--- config.mk ---
export PLATFORM = sky130hd
export DESIGN_NAME = mem_rd_stream
export DESIGN_NICKNAME = d
export VERILOG_FILES = /design/src/rtl/mem_rd_pkg.sv /design/src/rtl/mem_rd_buf.sv /design/src/rtl/mem_rd_stream.sv
export SDC_FILE = /design/constraint.sdc
export NUM_CORES = 1
export LEC_CHECK = 0
export CAP_MARGIN = 20
export CORE_ASPECT_RATIO = 0.8
export CORE_MARGIN = 10
export CORE_UTILIZATION = 43
export DETAILED_ROUTE_END_ITERATION = 10
export GPL_TIMING_DRIVEN = 0
export PLACE_DENSITY = 0.68
export SKIP_CTS_REPAIR_TIMING = 1
export SLEW_MARGIN = 20
export SYNTH_ARGS = -nofsm -noshare
export SYNTH_HDL_FRONTEND = slang
export SYNTH_SLANG_ARGS = --single-unit
--- constraint.sdc ---
create_clock -name clk -period 5.5 [get_ports clk]
set_input_delay 0.55 -clock clk [delete_from_list [all_inputs] [get_ports clk]]
set_output_delay 0.55 -clock clk [all_outputs]
set_load 0.01 [all_outputs]
--- src/rtl/mem_rd_pkg.sv ---
// mem_rd_pkg: shared types and constants for the mem_rd_stream read initiator.
//   state_e      - transfer FSM encoding (IDLE, RUN, DRAIN, DONE)
//   BUF_DEPTH    - depth of the output skid buffer
//   BUF_CNT_BIT  - width of the buffer occupancy count
package mem_rd_pkg;

  typedef enum logic [1:0] {
    ST_IDLE,
    ST_RUN,
    ST_DRAIN,
    ST_DONE
  } state_e;

  localparam int unsigned BUF_DEPTH   = 2;
  localparam int unsigned BUF_CNT_BIT = $clog2(BUF_DEPTH + 1);

endpackage

--- src/rtl/mem_rd_buf.sv ---
// mem_rd_buf: 2-entry synchronous FIFO with a registered head entry.
// Ports:
//   clk, rst      - clock, synchronous active-high reset
//   push_i        - write push_data_i (accepted when not full, or full with pop)
//   push_data_i   - data to enqueue
//   pop_i         - dequeue head (ignored when empty)
//   head_o        - head entry, straight from a register
//   valid_o       - FIFO non-empty
//   count_o       - current occupancy
module mem_rd_buf
  import mem_rd_pkg::*;
#(
  parameter int unsigned DATA_BIT = 64
) (
  input  logic                   clk,
  input  logic                   rst,
  input  logic                   push_i,
  input  logic [DATA_BIT-1:0]    push_data_i,
  input  logic                   pop_i,
  output logic [DATA_BIT-1:0]    head_o,
  output logic                   valid_o,
  output logic [BUF_CNT_BIT-1:0] count_o
);

  localparam logic [BUF_CNT_BIT-1:0] CNT_FULL = BUF_CNT_BIT'(BUF_DEPTH);
  localparam logic [BUF_CNT_BIT-1:0] CNT_ONE  = BUF_CNT_BIT'(1);

  logic [DATA_BIT-1:0]    head_q, head_d;
  logic [DATA_BIT-1:0]    tail_q, tail_d;
  logic [BUF_CNT_BIT-1:0] count_q, count_d;
  logic                   pop_ok, push_ok;

  always_comb begin
    pop_ok  = pop_i && (count_q != '0);
    push_ok = push_i && ((count_q != CNT_FULL) || pop_ok);
    head_d  = head_q;
    tail_d  = tail_q;
    count_d = count_q;
    case ({push_ok, pop_ok})
      2'b10: begin
        if (count_q == '0) head_d = push_data_i;
        else               tail_d = push_data_i;
        count_d = count_q + CNT_ONE;
      end
      2'b01: begin
        head_d  = tail_q;
        count_d = count_q - CNT_ONE;
      end
      2'b11: begin
        // Occupancy unchanged; with one entry the new word becomes the head,
        // with two the tail shifts up and the new word takes its place.
        if (count_q == CNT_ONE) begin
          head_d = push_data_i;
        end else begin
          head_d = tail_q;
          tail_d = push_data_i;
        end
      end
      default: ;
    endcase
  end

  always_ff @(posedge clk) begin
    if (rst) begin
      head_q  <= '0;
      tail_q  <= '0;
      count_q <= '0;
    end else begin
      head_q  <= head_d;
      tail_q  <= tail_d;
      count_q <= count_d;
    end
  end

  assign head_o  = head_q;
  assign valid_o = (count_q != '0);
  assign count_o = count_q;

endmodule

--- src/rtl/mem_rd_stream.sv ---
// mem_rd_stream: read initiator for a single-cycle-latency SRAM read port.
// On start it walks len words from base_addr (wrapping modulo DEPTH), issues
// reads, and presents returned words on a valid/ready stream with out_last on
// the final word and a one-cycle done pulse after the last handshake.
// Optional build macro MEM_RD_STREAM_STRIDE_EN adds a stride input latched on
// start; the address then advances by stride instead of 1.
// Ports:
//   clk, rst                 - clock, synchronous active-high reset
//   start, base_addr, len    - command (sampled only while busy=0)
//   stride                   - address increment (MEM_RD_STREAM_STRIDE_EN only)
//   busy, done               - status
//   mem_raddr, mem_ren       - SRAM read request
//   mem_rdata                - SRAM read data, valid the cycle after mem_ren
//   out_data, out_valid,
//   out_ready, out_last      - output stream
module mem_rd_stream
  import mem_rd_pkg::*;
#(
  parameter int unsigned DATA_BIT = 64,
  parameter int unsigned DEPTH    = 1024,
  parameter int unsigned ADDR_BIT = $clog2(DEPTH),
  parameter int unsigned LEN_BIT  = ADDR_BIT + 1
) (
  input  logic                clk,
  input  logic                rst,
  input  logic                start,
  input  logic [ADDR_BIT-1:0] base_addr,
  input  logic [LEN_BIT-1:0]  len,
`ifdef MEM_RD_STREAM_STRIDE_EN
  input  logic [ADDR_BIT-1:0] stride,
`endif
  output logic                busy,
  output logic                done,
  output logic [ADDR_BIT-1:0] mem_raddr,
  output logic                mem_ren,
  input  logic [DATA_BIT-1:0] mem_rdata,
  output logic [DATA_BIT-1:0] out_data,
  output logic                out_valid,
  input  logic                out_ready,
  output logic                out_last
);

  localparam logic [ADDR_BIT:0]  DEPTH_W = (ADDR_BIT + 1)'(DEPTH);
  localparam logic [LEN_BIT-1:0] LEN_ONE = LEN_BIT'(1);

  state_e                 state_q, state_d;
  logic [LEN_BIT-1:0]     len_q;
  logic [LEN_BIT-1:0]     issued_q;
  logic [LEN_BIT-1:0]     sent_q, sent_d;
  logic [ADDR_BIT-1:0]    addr_q, addr_next;
  logic [ADDR_BIT-1:0]    step;
  logic [ADDR_BIT:0]      addr_sum;
  logic                   inflight_q;
  logic                   pop;
  logic                   accept;
  logic [BUF_CNT_BIT-1:0] buf_count;
  logic [BUF_CNT_BIT:0]   occ;

`ifdef MEM_RD_STREAM_STRIDE_EN
  logic [ADDR_BIT-1:0] step_q;

  always_ff @(posedge clk) begin
    if (rst)         step_q <= '0;
    else if (accept) step_q <= stride;
  end

  assign step = step_q;
`else
  assign step = ADDR_BIT'(1);
`endif

  mem_rd_buf #(
    .DATA_BIT (DATA_BIT)
  ) u_buf (
    .clk         (clk),
    .rst         (rst),
    .push_i      (inflight_q),
    .push_data_i (mem_rdata),
    .pop_i       (pop),
    .head_o      (out_data),
    .valid_o     (out_valid),
    .count_o     (buf_count)
  );

  assign pop    = out_valid && out_ready;
  assign accept = (state_q == ST_IDLE) && start;

  // Credit check counts the word already in flight and frees the slot being
  // popped this cycle, so full rate is kept with a 2-entry buffer.
  assign occ     = {1'b0, buf_count} + {{BUF_CNT_BIT{1'b0}}, inflight_q}
                 - {{BUF_CNT_BIT{1'b0}}, pop};
  assign mem_ren = (state_q == ST_RUN) && (issued_q < len_q)
                && (occ < (BUF_CNT_BIT + 1)'(BUF_DEPTH));
  assign mem_raddr = addr_q;

  // Modulo-DEPTH accumulate; valid for any DEPTH as both operands are < DEPTH.
  always_comb begin
    addr_sum = {1'b0, addr_q} + {1'b0, step};
    if (addr_sum >= DEPTH_W) addr_sum = addr_sum - DEPTH_W;
    addr_next = addr_sum[ADDR_BIT-1:0];
  end

  always_comb begin
    sent_d = sent_q;
    if (pop && (sent_q < len_q)) sent_d = sent_q + LEN_ONE;
  end

  assign out_last = out_valid && (sent_q == (len_q - LEN_ONE));

  always_comb begin
    state_d = state_q;
    busy    = (state_q != ST_IDLE);
    done    = (state_q == ST_DONE);
    case (state_q)
      ST_IDLE:  if (start) state_d = (len == '0) ? ST_DONE : ST_RUN;
      ST_RUN:   if (issued_q == len_q) state_d = ST_DRAIN;
      // Looking at sent_d lets done follow the final handshake directly.
      ST_DRAIN: if (sent_d == len_q) state_d = ST_DONE;
      ST_DONE:  state_d = ST_IDLE;
      default:  state_d = ST_IDLE;
    endcase
  end

  always_ff @(posedge clk) begin
    if (rst) begin
      state_q    <= ST_IDLE;
      len_q      <= '0;
      issued_q   <= '0;
      sent_q     <= '0;
      addr_q     <= '0;
      inflight_q <= 1'b0;
    end else begin
      state_q    <= state_d;
      inflight_q <= mem_ren;
      if (accept) begin
        len_q    <= len;
        addr_q   <= base_addr;
        issued_q <= '0;
        sent_q   <= '0;
      end else begin
        if (mem_ren) begin
          issued_q <= issued_q + LEN_ONE;
          addr_q   <= addr_next;
        end
        sent_q <= sent_d;
      end
    end
  end

endmodule

[Word level (Yosys, flattened, before mapping)]
Index checks and enable logic that the tools add are counted.
Word-level totals
  bits in registers: 176
  bits of input ports: 89
  word-level logic and storage cells: 77
  output and inout bits: 79
  ROM bits: 0
  bits in latches: 0
  memory bits (writable): 0
  memories: 0
Operators by class
  bitwise logic cells: 0
  reduce and logical (&&, ||, !) cells: 22
  shift-type cells: 0
  div/mod/pow operators: 0
  add/subtract/negate cells: 9
  mux-type cells: 16
  multipliers: 0
  order comparisons: 4
  equality and inequality tests: 17
Operators with widths (number)
  $mux 64: 4
  $pmux 64 s3: 1
  $pmux 64 s2: 1
  $eq 11x11->1: 3
  $mux 10: 3
  $add 11x1->11 const B: 2
  $lt 11x11->1: 2
  $add 10x1->11 const B: 1
  $ge 11x11->1 const B: 1
  $logic_not 11->1: 1
  $mux 11: 1
  $sub 11x1->11 const B: 1
  $ne 2x2->1 const B: 5
  $reduce_bool 2->1: 5
  $sub 10x1->10 const B: 1
  $eq 2x2->1 const B: 4
  $logic_and 1x1->1: 8
  $mux 2: 4
  $pmux 2 s4: 1
  $eq 2x1->1 const B: 3
  $reduce_and 3->1: 2
  $logic_not 2->1: 2
  $ne 2x1->1 const B: 2
  $pmux 2 s2: 1
  9 further kinds: 9

[Longest topological paths before layout]
Gate-level depths: netlist (run 1).
  depth in word-level cells: 8
  gate-level depth with buffers: 15
  mapped depth without buffers: 13

[By module]
Synthesis (run 1) repeated with hierarchy kept, for this count alone.
Second synthesis, totals
  cells, all modules: 1100
  area, all modules: 8907.3 um^2
By module, submodules not included
  mem_rd_buf: area each 5420.2 um^2, seq. area each 2602.5 um^2, cells an instance 658, times used 1
  mem_rd_stream: area each 3487.1 um^2, seq. area each 920.9 um^2, cells an instance 442, times used 1

[Least setup slack after synthesis (run 1)]
Ideal clock, no wire load.
  path kind: reg2out
  start: register u_buf.count_q[1] (netlist: u_buf.count_o[1])
  end: output port mem_ren
  setup slack: 2117 ps
  data arrival time: 2833 ps
  path buffers: 2
  cell stages (with the launch flop): 15
  required time: 4950 ps
  cells stage by stage: dfxtp_1 inv_1 ha_1 inv_1 nand2_1 inv_1 ha_1 nand2b_1 fa_1 xor2_1 nor3_1 nand3_1 clkbuf_1 clkbuf_1 nor2_1
On the way
  cells in the longest elaborated chain, start to end: 5
  elaborated cells between the ends (all ways): 6
  those cells by class: 2 x add/sub; 1 x order compare; 3 x reduce/logical
RTL lines
  start, declared: RTL line mem_rd_buf.sv:30  | logic [BUF_CNT_BIT-1:0] count_q, count_d;
  start signal, assigned: RTL line mem_rd_buf.sv:71  | count_q <= count_d;
  $reduce_bool 2->1: RTL line mem_rd_buf.sv:76  | assign valid_o = (count_q != '0);
  net out_valid: RTL line mem_rd_stream.sv:38  | output logic out_valid,
  $logic_and 1x1->1: RTL line mem_rd_stream.sv:85  | assign pop = out_valid && out_ready;
  $sub 3x1->3: RTL line mem_rd_stream.sv:91  | - {{BUF_CNT_BIT{1'b0}}, pop};
  $lt 3x2->1: RTL line mem_rd_stream.sv:93  | && (occ < (BUF_CNT_BIT + 1)'(BUF_DEPTH));
  $logic_and 1x1->1: RTL line mem_rd_stream.sv:93
  end, declared: RTL line mem_rd_stream.sv:35  | output logic mem_ren,
The timed path passes the listed nets, and every way through them passes these cells.

[Worst setup path after layout (run 1)]
  start: register u_buf.count_q[1] (netlist: u_buf.count_o[1])
  end: output port mem_ren
On the way
  cells in the longest elaborated chain, start to end: 5
  elaborated cells between the ends (all ways): 6
  those cells by class: 2 x add/sub; 1 x order compare; 3 x reduce/logical
RTL lines (RTL line)
  parallel branches: the longest is 2 deep, another holds $add 2x1->3
  $sub 3x1->3 (*): mem_rd_stream.sv:91
  $lt 3x2->1 (*): mem_rd_stream.sv:93
  $logic_and 1x1->1 (*): mem_rd_stream.sv:93
Mark *: on every way between the ends.

==> results of run 1 <==
-- how the worst max path moves through the flow --
stage / from / endpoint / depth (start not counted)
3_3_place_gp: out_ready / mem_ren / 13
3_5_place_dp: out_ready / mem_ren / 13
6_report: u_buf.count_o[1]$_SDFFE_PP0P_ / mem_ren / 15
5_1_grt: u_buf.count_o[1]$_SDFFE_PP0P_ / mem_ren / 15
4_1_cts: u_buf.count_o[1]$_SDFFE_PP0P_ / mem_ren / 15
2_1_floorplan: u_buf.count_o[1]$_SDFFE_PP0P_ / mem_ren / 14
-- worst max-delay path: stages (launching register included) --
cell and delay [ns]:
dfxtp_1 0.45, inv_1 0.10, ha_1 0.25, inv_1 0.17
nand2_1 0.17, inv_1 0.14, ha_1 0.23, nand2b_1 0.16
fa_1 0.39, xor2_1 0.15, nor3_1 0.27, nand3_1 0.20
clkbuf_1 0.27, clkbuf_1 0.30, nor2_1 0.18, clkdlybuf4s50_1 0.56
-- routing by layer --
metal,vias up,wire length [um]
li1,3988,-
met1,3737,12280
met2,215,11180
met3,34,1717
met4,0,470
met5,-,0
-- logic make-up after synthesis --
kind of cell	share of synthesized area [%]
AND/OR/NAND/NOR	21.03
AO/OA/AOI/OAI	15.51
flip-flops	41.24
buffers and inverters	4.540
multiplexers	9.036
adder cells (fa/ha/maj)	5.360
XOR/XNOR	3.281
-- power by group --
| part | switching [mW] | internal, mW | total, mW |
|---|---|---|---|
| Clock | 0.593 | 0.615 | 1.21 |
| Sequential | 0.200 | 1.59 | 1.79 |
| Combinational | 1.43 | 1.14 | 2.57 |
| Total | 2.22 | 3.35 | 5.57 |
-- layout make-up --
| cell class | instances | area share, % |
|---|---|---|
| flip-flops and latches | 176 | 31.65 |
| inverters | 25 | 0.8430 |
| diodes | 1 | 0.02248 |
| clock inverters | 14 | 1.484 |
| clock buffers | 18 | 3.855 |
| repair buffers | 166 | 14.93 |
| plain buffers | 74 | 2.641 |
| well taps | 264 | 2.967 |
| multi-input cells | 760 | 41.61 |
-- metrics by stage --
step	hold slack [ns]	instance area, sq um	total power [mW]	utilization, %	setup WS (ns)
finish	0.4532	11130	5.566	56.55	0.5254
global route	0.4722	11130	5.956	56.54	0.1870
CTS	0.4558	11130	5.604	56.54	0.5079
detailed placement	0.4460	10540	4.388	53.52	0.8511
global placement	0.4408	10540	4.355	53.52	0.8655
floorplan	0.4357	8543	3.299	-	2.117
-- placed cells by master, fill, tap and decap left out, drive strengths merged, types with 15 or more instances in the layout --
master	netlist	routed
o21ai	16	16
a211oi	69	69
ha	35	35
a21oi	90	90
nor2	108	108
clkdlybuf4s50	0	166
inv	25	33
nor4	18	18
nand3	19	19
mux2i	76	76
clkbuf	59	77
buf	15	15
xnor2	21	21
dfxtp	176	176
nand2	192	192
-- sequential cells by signal (all words and copies together), names as in the netlist --
| name | count |
|---|---|
| u_buf.head_o | 64 |
| u_buf.tail_q | 64 |
| issued_q | 11 |
| len_q | 11 |
| sent_q | 11 |
| mem_raddr | 10 |
| state_q | 2 |
| u_buf.count_o | 2 |
| inflight_q | 1 |
==> results.json, run 1 <==
{
  "run_status": "finished, final reports clean",
  "syn_area_sq_um": 8543,
  "use_met1_pct": 25.89,
  "cp_max_fo": 10,
  "die-width_um": 177.6,
  "clk_path_buf_depth": 2,
  "synth_area_leader_cell": "dfxtp_1",
  "r2r_cells": 15,
  "initial_core_util_pct": 43.40,
  "finalCritPeriodShare_pct": 90.45,
  "rsz0062_at_grt": "false",
  "synthDistinctLibCells": 44,
  "whs_endpoint": "u_buf.tail_q[44]$_SDFFE_PP0P_",
  "finClkSkew_ns": 0.02055,
  "fmax_ghz": 0.2010,
  "grt_antenna_before_repair": 1,
  "grt_pass1_wl_um": 40990,
  "row_count": 46,
  "regArea_sq_um": 3523,
  "yosys_most_used_dff": "dfxtp_1",
  "grt.met3_usage_pct": 5.593,
  "post-route-drc-count": 0,
  "critPathCaptureType": "output port",
  "numCtsBuffers": 17,
  "drive_gt1_share_pct": 3.406,
  "setup_violations": 0,
  "max-cap-violations": 0,
  "yosysWarnings": 0,
  "synthCells": 1035,
  "die_area_sq_um": 25940,
  "avgSynthCellArea_sq_um": 8.254,
  "cts_tree": "done",
  "p_leak_nw": 4.244,
  "grt.total_usage_pct": 19.47,
  "regToRegSetupSlack_ns": 1.51,
  "io_pins": 168,
  "coreArea_sq_um": 19680,
  "wl_per_cell_um": 17.12,
  "first_pass_iters": 5,
  "synthTopCellsByArea": "dfxtp_1 41%, mux2i_1 8.9%, nand2_1 8.4%, a211oi_1 6.1%, a21oi_1 5.3%",
  "ir_drop_mv": 0.2473,
  "path_clk_slew_ns": 0.07,
  "hpwl_um": 19210,
  "port_buffers": 166,
  "tightest_slew_ns": 0.9142,
  "multi_input_area_sq_um": 4632,
  "ys_ff_latch": 176,
  "syn2layout_area_growth_pct": 30.30,
  "fin_setup_tns_ns": 0,
  "slew_headroom_pct": 39.05,
  "synth_edf_count": 0,
  "dp.cells": 1465,
  "worstPathRequired_ns": 4.95,
  "crit_arrival_ns": 4.42,
  "synth_fp_nets": 1160,
  "hold_path_startpoint": "u_buf.tail_q[44]$_SDFFE_PP0P_",
  "nets": 1345,
  "hold_viol_final": 0,
  "crit_path_start_kind": "register",
  "ant_nets": 0,
  "grt_pass1_vias": 7676,
  "async_flop_share_pct": 0,
  "yosysTopAreaCellShare_pct": 41.24,
  "clk-insertion-delay-late_ns": 0.45,
  "power.density_nw_per_um2": 500.0,
  "instances_no_fill": 1498,
  "top_usage_layer": "met2",
  "num_vias": 7974,
  "crit_type": "register to output port",
  "die_h_um": 146.1,
  "drtIter0Drc": 496,
  "gp_congestion": 0.9095,
  "synthTopCellsByCount": "192 x nand2_1, 176 x dfxtp_1, 108 x nor2_1, 90 x a21oi_1, 76 x mux2i_1",
  "period_minus_slack_ns": 4.975,
  "htreeDepth": 4,
  "viasPerCell": 5.323,
  "hp-class": "register to register",
  "overflow": 0,
  "r2r-end": "issued_q[9]$_SDFFE_PP0P_",
  "rr_startpoint": "u_buf.count_o[1]$_SDFFE_PP0P_",
  "wirelength_um": 25650,
  "maxSlewViolCount": 0,
  "nFillCells": 1849,
  "hold_depth": 2,
  "cts_sinks": 176,
  "yosysSeqAreaShare_pct": 41.24,
  "yosys.cell_count.top_type": "nand2_1",
  "met2_usage_pct": 29.65,
  "root_buffer": "clkbuf_16",
  "grt_max_degree": 20
}
(Power assumes the default switching activity.)
==> inputs of run 2 (changes only) <==
--- a/config.mk
+++ b/config.mk
@@ -9,6 +9,7 @@
 export CORE_ASPECT_RATIO = 0.8
 export CORE_MARGIN = 10
 export CORE_UTILIZATION = 43
+export CTS_CLUSTER_SIZE = 12
 export DETAILED_ROUTE_END_ITERATION = 10
 export GPL_TIMING_DRIVEN = 0
 export PLACE_DENSITY = 0.68
==> results of run 2 <==
The final DEF is identical to that of run 1; final timing and power are the same.
==> inputs of run 3 (changes only) <==
--- a/config.mk
+++ b/config.mk
@@ -9,7 +9,8 @@
 export CORE_ASPECT_RATIO = 0.8
 export CORE_MARGIN = 10
 export CORE_UTILIZATION = 43
-export CTS_CLUSTER_SIZE = 12
+export CTS_CLUSTER_DIAMETER = 100
+export CTS_CLUSTER_SIZE = 30
 export DETAILED_ROUTE_END_ITERATION = 10
 export GPL_TIMING_DRIVEN = 0
 export PLACE_DENSITY = 0.68
==> results of run 3 <==
The final DEF is identical to that of run 1; final timing and power are the same.
==> edit 1: new RTL, settings of run 1 <==
Encoding of `state_e`: now Gray code (2 bits for 4 states).
--- a/src/rtl/mem_rd_pkg.sv
+++ b/src/rtl/mem_rd_pkg.sv
@@ -7,6 +7,6 @@
   typedef enum logic [1:0] {
-    ST_IDLE,
-    ST_RUN,
-    ST_DRAIN,
-    ST_DONE
+    ST_IDLE  = 2'b00,
+    ST_RUN   = 2'b01,
+    ST_DRAIN = 2'b11,
+    ST_DONE  = 2'b10
   } state_e;
Check against the original RTL: same outputs for any inputs over 4 cycles, from zero or initial values and one cycle with rst high; so few cycles prove little.
==> edit 1 against run 1 <==
Synthesized area decreased by 3.0%; global-route usage is 0.071 points higher; die area shrank 2.6%; wire length shrank 1.3%; sequential share of layout area rose by 0.68 points; clock skew down 0.93 ps; sequential cell count unchanged; count of clock-buffer cells in the layout unchanged; critical endpoint unchanged; utilization grew 0.89 points; power shrank 12%; maximum frequency shrank 3.6%; design area is 2.1% lower; worst setup slack worse by 190 ps; critical path type unchanged.
==> edit 1: results (changes against run 1) <==
----------------------------------------------------
[Pwr]
  Standby leakage power ... 4.125 nW (-2.8%)
  Share of power burned in combinational logic ... 0.389 (-0.072)
  Fraction of power consumed by sequential logic ... 0.358 (+0.036)
  Switching share of total power ... 0.3589 (-0.03971)

[Placement]
  IO Port Bufs ... 167 (+0.60%)
  DP Area ... 0.01028 mm² (-2.4%)
  Placer Congestion ... 0.9145 (+0.55%)

[GRT]
  Largest net degree at the start of global routing ... 19 (-5.0%)
  Antenna violations before repair ... 3 (+2)
  Global Route Usage Sum ... 0.1954 (+0.0007074)
  Number of global-route vias before repair ... 7,294 (-5.0%)

[Worst setup path]
  Crit path max-delay family ... simple AND/OR/NAND/NOR gates
  Worst Reg-to-Reg Cells ... 12 (-3)
  Register-to-register setup slack ... 1290 ps (-220 ps)
  Terminus of the critical flop-to-flop path ... issued_q[8]
  Worst EP arrival ... 4610 ps (+190 ps)

[Cells and area]
  Multi-input combinational cell count ... 729 (-4.1%)
  Multi-input gate area in the final layout ... 0.004446 mm² (-4.0%)
  Fraction of area in clock buffers and inverters ... 0.05556 (+0.002173)
  Final Instance Count excl. Fillers ... 1,448 (-3.3%)
  # fillers ... 1,752 (-5.2%)
  Fraction of final layout cells sized beyond drive strength 1 ... 0.04121 (+0.007148)
  Final non-clock buffer share ... 0.1766 (+0.0008808)
  Non-clock inverter total of the final layout ... 20 (-20%)
  Bufs w/o clock ... 232 (-3.3%)

[Yosys]
  Part of the Yosys area used for sequential elements ... 0.4250 (+0.01257)
  Leading post-synthesis cells by instance count ... 177 x sky130_fd_sc_hd__nand2_1, 176 x sky130_fd_sc_hd__dfxtp_1, 105 x sky130_fd_sc_hd__nor2_1
  Average size of a mapped cell ... 8.374 µm² (+1.5%)
  Syn nets ... 1,110 (-4.3%)
  Number of standard cells after synthesis ... 990 (-4.3%)

[Hold path]
  Worst hold start ... u_buf.tail_q[33]

[Outcome]
  Run status ... complete, no violations

[Route]
  Post-DR wirelength/cell ... 17.48 µm (+2.1%)
  Via count normalized by instance count ... 5.246 (-1.5%)
  Length of the first detailed-routing pass in iterations ... 7 (+2)

[Timing]
  Slew @ Worst Pin ... 966.9 ps (+52.73 ps)

----------------------------------------------------
## edit 1: routing by layer
layer | up-vias | wire, µm | track usage
met5 | - | 13 | 0
met4 | 2 | 174 | 0.04675
met3 | 19 | 2215 | 0.07061
met2 | 221 | 11000 | 0.2908
met1 | 3530 | 11900 | 0.2638
li1 | 3824 | - | -
## edit 1: per-stage QoR
stage                     power [mW]  utilization  setup slack (ps)
final                          4.875       0.5744             339.1
after CTS                      4.906       0.5740             94.85
after global routing           5.171       0.5743             9.753
after floorplan                2.757            -              1811
after global placement         3.641       0.5420             257.5
after detailed placement       3.662       0.5420             223.4
## edit 1: logic make-up (layout without fill, tap and decap cells)
kind of cell	count (synthesis)	after routing	synth area share
xor gates and xnor gates	45	45	0.04754
buffers and inverters	85	284	0.03939
AOI/OAI and AO/OA	198	198	0.1494
and+or+nand+nor	381	381	0.2013
other	0	1	0
muxes	74	74	0.08965
DFF	176	176	0.4250
adders and majority gates	31	31	0.04769
==> edit 2: new RTL, settings of run 1 <==
Without the edit above. Set the parameter `DEPTH` to 2048 (it was 1024).
--- a/src/rtl/mem_rd_stream.sv
+++ b/src/rtl/mem_rd_stream.sv
@@ -19,3 +19,3 @@
   parameter int unsigned DATA_BIT = 64,
-  parameter int unsigned DEPTH    = 1024,
+  parameter int unsigned DEPTH    = 2048,
   parameter int unsigned ADDR_BIT = $clog2(DEPTH),
Ports: changed (resized base_addr, len and mem_raddr); port bits go from 168 to 171. No check against the original RTL was run, so the function may have changed too.
==> edit 2 against run 1 <==
Synthesized cell count hardly changed; worst setup slack worse by 53 ps; global-route usage is 0.29 points lower; sequential share of layout area rose by 0.095 points; synthesized area is 1.6% higher; first-iteration DRC count decreased by 15%; design area grew 2.0%; final cell count up 0.20%; maximum frequency down 1.1%; wire length rose by 1.4%; count of clock-buffer cells in the layout down 1; sequential cell count grew 4; power decreased by 8.6%; sequential power fell by 4%.
==> edit 2: results (changes against run 1) <==
----------------------------------------------------
[Placement]
  IO Port Bufs ... 170 (+2.4%)
  Cell Count Post-Placement ... 1,468 (+0.20%)
  Placer Congestion ... 0.9096 (about the same)
  Post-Place Setup Slack ... 751.4 ps (-99.70 ps)
  Detailed Place HPWL ... 19,550 µm (+1.8%)

[Cells and area]
  # fillers ... 1,821 (-1.5%)
  Fraction of final layout cells sized beyond drive strength 1 ... 0.03803 (+0.003963)
  Final net count ... 1,352 (+0.52%)

[GRT]
  Largest net degree at the start of global routing ... 21 (+5.0%)
  Number of global-route vias before repair ... 7,363 (-4.1%)
  Antenna violations before repair ... 5 (+4)
  GR Layer Usage met1 ... 0.2580 (-0.0009428)
  GR Util met3 ... 0.06557 (+0.009646)
  Peak-usage layer in the global routing report ... met2
  Wire length of the first global-routing pass ... 40,100 µm (-2.2%)
  Met2 track demand over resource in global routing ... 0.2816 (-0.01487)
  Global Route Usage Sum ... 0.1918 (-0.002885)

[Worst setup path]
  Terminus of the critical flop-to-flop path ... issued_q[11]
  Crit path max-delay family ... buffers and inverters
  Register-to-register setup slack ... 1380 ps (-130 ps)
  Worst Reg-to-Reg Cells ... 17 (+2)
  Max stage delay on crit path ... 640 ps (+80 ps)
  Cell with the biggest individual delay on the critical path ... sky130_fd_sc_hd__clkdlybuf4s50_1

[Yosys]
  Number of distinct library cells after synthesis ... 54 (+23%)
  Syn nets ... 1,163 (+0.26%)
  Synth top area cells ... sky130_fd_sc_hd__dfxtp_1 42%, sky130_fd_sc_hd__nand2_1 8.1%, sky130_fd_sc_hd__mux2i_1 7.8%
  Leading post-synthesis cells by instance count ... 188 x sky130_fd_sc_hd__nand2_1, 180 x sky130_fd_sc_hd__dfxtp_1, 113 x sky130_fd_sc_hd__nor2_1
  Commonest register cell after synthesis ... sky130_fd_sc_hd__dfxtp_1
  Share of flip-flops with an asynchronous set or reset ... 0 (unchanged)
  Part of the Yosys area used for sequential elements ... 0.4151 (+0.002686)
  Average size of a mapped cell ... 8.395 µm² (+1.7%)
  Yosys synthesis warning count ... 0 (unchanged)

[CTS]
  Clk Latency, worst-skew pair ... 440 ps
  Number of CTS-inserted buffers ... 17 (unchanged)
  Clock-pin slew of the registers on the worst-case setup and hold paths ... 80 ps
  Max Buffers Root-to-Sink ... 2 (unchanged)
  Htree depth ... 4 (unchanged)

[Route]
  Number of design-rule violations left by the first detailed-router iteration ... 422 (-15%)
  Wirelength, routed ... 26,000 µm (+1.4%)
  Post-DR wirelength/cell ... 17.32 µm (+1.2%)
  Total via count after detailed routing ... 7,823 (-1.9%)

[Outcome]
  Run status ... complete, no violations

[Timing]
  Final Skew ... 13.31 ps (-7.239 ps)
  Slew @ Worst Pin ... 904.1 ps (-10.11 ps)

[Pwr]
  Largest vdd supply drop ... 0.2479 mV (+0.22%)
  Standby leakage power ... 4.346 nW (+2.4%)

[Hold path]
  Worst Hold Class ... reg2reg
  Endpoint of the worst hold path ... u_buf.tail_q[5]
  Worst hold start ... u_buf.tail_q[5]

----------------------------------------------------
## edit 2: worst register-to-register path, cell delays in order (launching register included)
cell                       delay [ps]
sky130_fd_sc_hd__dfxtp_1          460
sky130_fd_sc_hd__inv_1            100
sky130_fd_sc_hd__ha_1             280
sky130_fd_sc_hd__nand2b_1         180
sky130_fd_sc_hd__buf_2            170
sky130_fd_sc_hd__inv_1            100
sky130_fd_sc_hd__ha_1             230
sky130_fd_sc_hd__nand2b_1         150
sky130_fd_sc_hd__fa_1             390
sky130_fd_sc_hd__xor2_1           160
sky130_fd_sc_hd__nor3_1           170
sky130_fd_sc_hd__nand2_1           60
sky130_fd_sc_hd__or2_2            260
sky130_fd_sc_hd__clkbuf_1         180
sky130_fd_sc_hd__clkbuf_1         280
sky130_fd_sc_hd__nor4b_1          580
sky130_fd_sc_hd__xnor2_1          180
sky130_fd_sc_hd__nor2_1            50
## edit 2: area by class of cell
class | instances | area share
clock inverter | 15 | 0.01852
buffer | 68 | 0.02293
clock buffer | 17 | 0.03748
antenna | 1 | 0.0002205
tap | 264 | 0.02910
timing repair buffer | 170 | 0.1499
sequential | 180 | 0.3175
multi-input combinational | 757 | 0.4148
inverter | 29 | 0.009590
## edit 2: how the worst max path moves through the flow
stage                     slack, ps            to  depth (start not counted)
after global routing            160       mem_ren                         16
after floorplan                1950  mem_raddr[2]                         18
final                           470       mem_ren                         16
after detailed placement        750       mem_ren                         15
after global placement          790       mem_ren                         15
after CTS                       420       mem_ren                         16
## edit 2: power breakdown
| group | switching [mW] | leakage, nW | internal (mW) | total [mW] |
|---|---|---|---|---|
| Clock | 0.614 | 0.306 | 0.662 | 1.28 |
| Sequential | 0.159 | 1.46 | 1.55 | 1.71 |
| Combinational | 1.15 | 2.58 | 0.953 | 2.10 |
| Total | 1.92 | 4.35 | 3.16 | 5.09 |
## edit 2: through the flow
step	cell area [µm²]	hold slack, ps	util
global placement	10710	440.4	0.5395
CTS	11350	455.6	0.5715
global route	11350	470.1	0.5715
detailed placement	10710	445.6	0.5395
floorplan	8681	435.7	-
finish	11350	454.2	0.5716
## edit 2: routing by layer
layer,vias to the layer above,share of wire,routed length (µm)
li1,3978,-,-
met1,3587,0.47,12120
met2,219,0.43,11270
met3,33,0.081,2115
met4,6,0.017,446
met5,-,0.0018,47
## edit 2: cells by family after synthesis
family,count (synthesis),share of synthesized area
buffers and inverters,97,0.04252
multiplexers,69,0.07971
AND/OR/NAND/NOR,382,0.1877
AO/OA/AOI/OAI,216,0.1669
adder cells (fa/ha/maj),38,0.05564
XOR/XNOR,52,0.05247
flip-flops,180,0.4151
